## config.mk

```make
export PLATFORM = sky130hd
export DESIGN_NAME = pad_poll
export DESIGN_NICKNAME = d
export VERILOG_FILES = /design/src/rtl/pad_poll.sv
export SDC_FILE = /design/constraint.sdc
export NUM_CORES = 1
export LEC_CHECK = 0
export CORE_AREA = 2 2 53 93
export DETAILED_ROUTE_END_ITERATION = 6
export DIE_AREA = 0 0 55 95
export PLACE_DENSITY_LB_ADDON = 0.2
export SLEW_MARGIN = 20
export SYNTH_ARGS = -nofsm -noshare
export SYNTH_HDL_FRONTEND = slang
export SYNTH_SLANG_ARGS = --single-unit
```

## constraint.sdc

```tcl
create_clock -name clk -period 2.6 [get_ports clk]
set_clock_uncertainty 0.15 [all_clocks]
set_input_delay 0.39 -clock clk [delete_from_list [all_inputs] [get_ports clk]]
set_output_delay 0.39 -clock clk [all_outputs]
set_load 0.005 [all_outputs]
```

## src/rtl/pad_poll.sv

```systemverilog
// NES controller poller: latches both pads, clocks out 8 bits from each in lockstep
// and commits button bytes (bit 7 = A ... bit 0 = Right). Build option: PAD_DEBOUNCE_EN.
//   state | meaning
//   IDLE  | waiting for start, pad_clk high
//   LATCH | pad_latch high for 2*HALF cycles, sample bit 0 at the end
//   CLKLO | pad_clk low for HALF cycles
//   CLKHI | pad_clk high for HALF cycles, sample next bit at the end
//   DONE  | commit shift registers, pulse valid
module pad_poll #(
  parameter int HALF = 64
) (
  input  logic       clk,
  input  logic       reset,
  input  logic       start,
  output logic       busy,
  output logic       valid,
  output logic [7:0] input0,
  output logic [7:0] input1,
  output logic       pad_latch,
  output logic       pad_clk,
  input  logic       pad_data0,
  input  logic       pad_data1
);

  localparam int PW = $clog2(2*HALF+1);
  localparam logic [PW-1:0] LAT_LAST  = PW'(2*HALF-1);
  localparam logic [PW-1:0] HALF_LAST = PW'(HALF-1);

  typedef enum logic [2:0] {IDLE, LATCH, CLKLO, CLKHI, DONE} state_t;

  state_t        state_q, state_d;
  logic [PW-1:0] phase_q, phase_d;
  logic [2:0]    bit_q, bit_d;
  logic [7:0]    sh0_q, sh0_d, sh1_q, sh1_d;
  logic [7:0]    in0_q, in0_d, in1_q, in1_d;
  logic          busy_q, busy_d, valid_q, valid_d;
  logic          latch_q, latch_d, pclk_q, pclk_d;
`ifdef PAD_DEBOUNCE_EN
  logic [7:0]    prev0_q, prev0_d, prev1_q, prev1_d;
`endif

  always_comb begin
    state_d = state_q;
    phase_d = phase_q;
    bit_d   = bit_q;
    sh0_d   = sh0_q;
    sh1_d   = sh1_q;
    in0_d   = in0_q;
    in1_d   = in1_q;
    valid_d = 1'b0;
`ifdef PAD_DEBOUNCE_EN
    prev0_d = prev0_q;
    prev1_d = prev1_q;
`endif
    case (state_q)
      IDLE: begin
        if (start) begin
          state_d = LATCH;
          phase_d = LAT_LAST;
        end
      end
      LATCH: begin
        if (phase_q == '0) begin
          sh0_d   = {sh0_q[6:0], ~pad_data0};
          sh1_d   = {sh1_q[6:0], ~pad_data1};
          bit_d   = 3'd1;
          state_d = CLKLO;
          phase_d = HALF_LAST;
        end else begin
          phase_d = phase_q - PW'(1);
        end
      end
      CLKLO: begin
        if (phase_q == '0) begin
          state_d = CLKHI;
          phase_d = HALF_LAST;
        end else begin
          phase_d = phase_q - PW'(1);
        end
      end
      CLKHI: begin
        if (phase_q == '0) begin
          sh0_d   = {sh0_q[6:0], ~pad_data0};
          sh1_d   = {sh1_q[6:0], ~pad_data1};
          bit_d   = bit_q + 3'd1;
          state_d = (bit_q == 3'd7) ? DONE : CLKLO;
          phase_d = HALF_LAST;
        end else begin
          phase_d = phase_q - PW'(1);
        end
      end
      DONE: begin
`ifdef PAD_DEBOUNCE_EN
        // only a byte seen on two consecutive polls is committed
        if (sh0_q == prev0_q) in0_d = sh0_q;
        if (sh1_q == prev1_q) in1_d = sh1_q;
        prev0_d = sh0_q;
        prev1_d = sh1_q;
`else
        in0_d = sh0_q;
        in1_d = sh1_q;
`endif
        valid_d = 1'b1;
        state_d = IDLE;
      end
      default: state_d = IDLE;
    endcase
    // outputs are registered from the next state so they line up with it
    latch_d = (state_d == LATCH);
    pclk_d  = (state_d != CLKLO);
    busy_d  = (state_d != IDLE) | valid_d;
  end

  always_ff @(posedge clk) begin
    if (reset) begin
      state_q <= IDLE;
      phase_q <= '0;
      bit_q   <= '0;
      sh0_q   <= '0;
      sh1_q   <= '0;
      in0_q   <= '0;
      in1_q   <= '0;
      busy_q  <= 1'b0;
      valid_q <= 1'b0;
      latch_q <= 1'b0;
      pclk_q  <= 1'b1;
`ifdef PAD_DEBOUNCE_EN
      prev0_q <= '0;
      prev1_q <= '0;
`endif
    end else begin
      state_q <= state_d;
      phase_q <= phase_d;
      bit_q   <= bit_d;
      sh0_q   <= sh0_d;
      sh1_q   <= sh1_d;
      in0_q   <= in0_d;
      in1_q   <= in1_d;
      busy_q  <= busy_d;
      valid_q <= valid_d;
      latch_q <= latch_d;
      pclk_q  <= pclk_d;
`ifdef PAD_DEBOUNCE_EN
      prev0_q <= prev0_d;
      prev1_q <= prev1_d;
`endif
    end
  end

  assign busy      = busy_q;
  assign valid     = valid_q;
  assign input0    = in0_q;
  assign input1    = in1_q;
  assign pad_latch = latch_q;
  assign pad_clk   = pclk_q;

endmodule

```

==> flow_metrics.env <==
export IMPL_status="complete, no violations"
export IMPL_syn_area_per_cell_sq_um=8.20
export IMPL_drtIter0Drc=29
export IMPL_path_cells="inv_1 -> ha_1 -> or3b_1 -> or4_1 -> buf_4 -> nand2_1 -> a21oi_1"
export IMPL_nFillCells=458
export IMPL_p_leak_nw=0.790
export IMPL_multi_input_comb_area_sq_um=878
export IMPL_period_share=0.839
export IMPL_drc_errors=0
export IMPL_final_util=0.515
export IMPL_htreeDepth=2
export IMPL_post_synth_top_count_cell="nand2_1"
export IMPL_n_antenna_cell=0
export IMPL_synthXorXnorAreaFrac=0
export IMPL_synth_largest_area_cell="dfxtp_1"
export IMPL_clock_sinks=50
export IMPL_die_area_sq_mm=0.00523
export IMPL_synthCells=240
export IMPL_grt_pass1_vias=1478
export IMPL_synthSimpleGateAreaFrac=0.275
export IMPL_synth_area_sq_mm=0.00197
export IMPL_ys_seq_area_frac=0.509
export IMPL_path_class="reg2reg"
export IMPL_clock_root_buffer="clkbuf_8"
export IMPL_ys_seq_elements=50
export IMPL_ir_drop_uv=429
export IMPL_max_slew_margin=0.625
export IMPL_crit_buf_inv=2
export IMPL_rows=33
export IMPL_powerDensity_mw_per_mm2=638
export IMPL_antenna_left=0
export IMPL_async_flop_share=0
export IMPL_totalWireLength_mm=3.74
export IMPL_antenna_found_initial=0
export IMPL_max_stage_delay_ps=500
export IMPL_cp_top_family="simple AND/OR/NAND/NOR gates"
export IMPL_synthMuxAreaShare=0
export IMPL_syn_num_nets=248
export IMPL_worst_hold_slack_ps=306
export IMPL_dr_pass1_iters=4
export IMPL_num_io_pins=25
export IMPL_ys_flop_type="dfxtp_1"
export IMPL_drv_slew=0
export IMPL_end_kind="flip-flop"
export IMPL_tightest_slew_ps=562
export IMPL_synthTopCellsByArea="dfxtp_1 (51%), nand2_1 (13%), a21oi_1 (9.2%)"
export IMPL_fin_cells=310
export IMPL_clk_pin_slew_ps=90
export IMPL_die_x_um=55
export IMPL_worst_slack_ps=419
export IMPL_critPathArrivalTime_ps=2210
export IMPL_dpl_cell_count=303
export IMPL_required_ps=2630
export IMPL_crit_fanout=17
export IMPL_core_sq_mm=0.00454
export IMPL_cts_tree="done"
export IMPL_finalSetupTns_ps=0
export IMPL_nNetsFinal=266
export IMPL_clk_path_buf_depth=2
export IMPL_final_hold_violation_count=0
export IMPL_grt_max_degree=47
export IMPL_drive_gt1_frac=0.0659
export IMPL_rsz0062_at_grt="no"
export IMPL_grt_pass1_wl_mm=6.35
export IMPL_setup_viol=0
export IMPL_synthTopCellsByCount="nand2_1 (67), dfxtp_1 (50), a21oi_1 (36)"
export IMPL_routedWlPerCell_um=12.1
export IMPL_area_growth_pct=18.9
export IMPL_synthAdderAreaFrac=0.0191
export IMPL_period_needed_ps=2180
export IMPL_min_path_type="reg2reg"
export IMPL_synth_top_family_by_area="simple AND/OR/NAND/NOR gates"
export IMPL_vias=1625
export IMPL_gr_total_overflow=0
export IMPL_cts_inserted_buffers=5
export IMPL_postCtsSetupBuffers=0
export IMPL_dp_hpwl_mm=2.54
export IMPL_gp_congestion=0.740
export IMPL_die_h_um=95
export IMPL_startpoint_type="flip-flop"
export IMPL_io_buffers=24
export IMPL_clkLatencyLatePin_ps=300
export IMPL_start_util=0.433
export IMPL_synth_compound_area_share=0.152
export IMPL_cap_viol_max_count=0
export IMPL_regArea_sq_mm=0.00100
export IMPL_synth_edff_count=0
export IMPL_place_ws_ps=358
export IMPL_ys_types=33
export IMPL_grt_util_all_layers=0.163
export IMPL_yosys_warnings=0
export IMPL_via_per_inst=5.24
export IMPL_fmax_mhz=458
export IMPL_cp_slowest_cell="or4_1"
export IMPL_postCtsHoldBufs=0
export IMPL_synth_top_area_share=0.509
export IMPL_cts_resized=0
[per-layer routing]
metal | up-vias | track usage | routed length (um) | share of wire
li1 | 850 | - | - | -
met1 | 743 | 0.187 | 1620 | 0.43
met2 | 27 | 0.279 | 1930 | 0.52
met3 | 5 | 0.0348 | 117 | 0.031
met4 | 0 | 0.0671 | 69 | 0.018
met5 | - | 0 | 0 | 0
[logic make-up (layout without fill, tap and decap cells)]
family	after synthesis	in the layout
and+or+nand+nor	115	115
AOI/OAI and AO/OA	52	52
DFF	50	50
buffers and inverters	20	38
adders and majority gates	3	3
[cell usage in the layout (no fill, tap or decap), types with 2 or more instances in the layout]
cell type,n
or2_2,2
a21oi_1,36
buf_4,4
a31oi_1,2
nand4b_1,2
nand2_1,67
or4_1,2
nor3_1,9
nor3b_1,2
nand3_1,4
inv_1,3
ha_1,3
nor2b_1,3
a311oi_1,3
o21ai_0,3
nor2_1,11
nor4_1,5
dfxtp_1,50
and3_1,2
clkdlybuf4s50_1,24
clkbuf_8,6
a211oi_1,3
[worst register-to-register path, cell delays in order, from the launching register on]
cell	delay, ps
dfxtp_1	330
inv_1	90
ha_1	160
or3b_1	460
or4_1	500
buf_4	220
nand2_1	90
a21oi_1	60
[worst paths after layout]
kind                            startpoint   endpoint  slack (ps)  cells past startpoint
worst max-delay path            phase_q[0]   sh0_q[5]         420                      7
worst min-delay path             input0[4]  input0[4]         310                      2
worst max register to register  phase_q[0]   sh0_q[5]         420                      7
worst min register to register   input0[4]  input0[4]         310                      2
[where the power goes]
| group | leakage [nW] | internal [mW] | total, mW | switching [mW] |
|---|---|---|---|---|
| registers | 0.406 | 0.786 | 0.810 | 0.0239 |
| logic | 0.326 | 0.0555 | 0.130 | 0.0745 |
| clock network | 0.0573 | 0.308 | 0.552 | 0.244 |
| total | 0.790 | 1.15 | 1.49 | 0.343 |
[final cells by class]
type,count,area share
Timing Repair Buffer,28,0.116
Clock buffer,6,0.0353
Multi-Input combinational cell,170,0.376
Inverter,3,0.00482
Tap cell,52,0.0278
Clock inverter,1,0.0128
Sequential cell,50,0.428
[metrics by stage]
step                      area, sq um  power, mW
after floorplan                  1970      0.920
after global placement           2230      0.958
after detailed placement         2230      0.959
after CTS                        2340       1.51
after global routing             2340       1.55
final                            2340       1.49
[flip-flops by register name, indices dropped and copies added, names as in the netlist]
register / flops
bit_q: 3
input0: 8
valid: 1
pad_latch: 1
state_q: 3
sh0_q: 8
pad_clk: 1
sh1_q: 8
phase_q: 8
busy: 1
input1: 8
(Power assumes the default switching activity.)
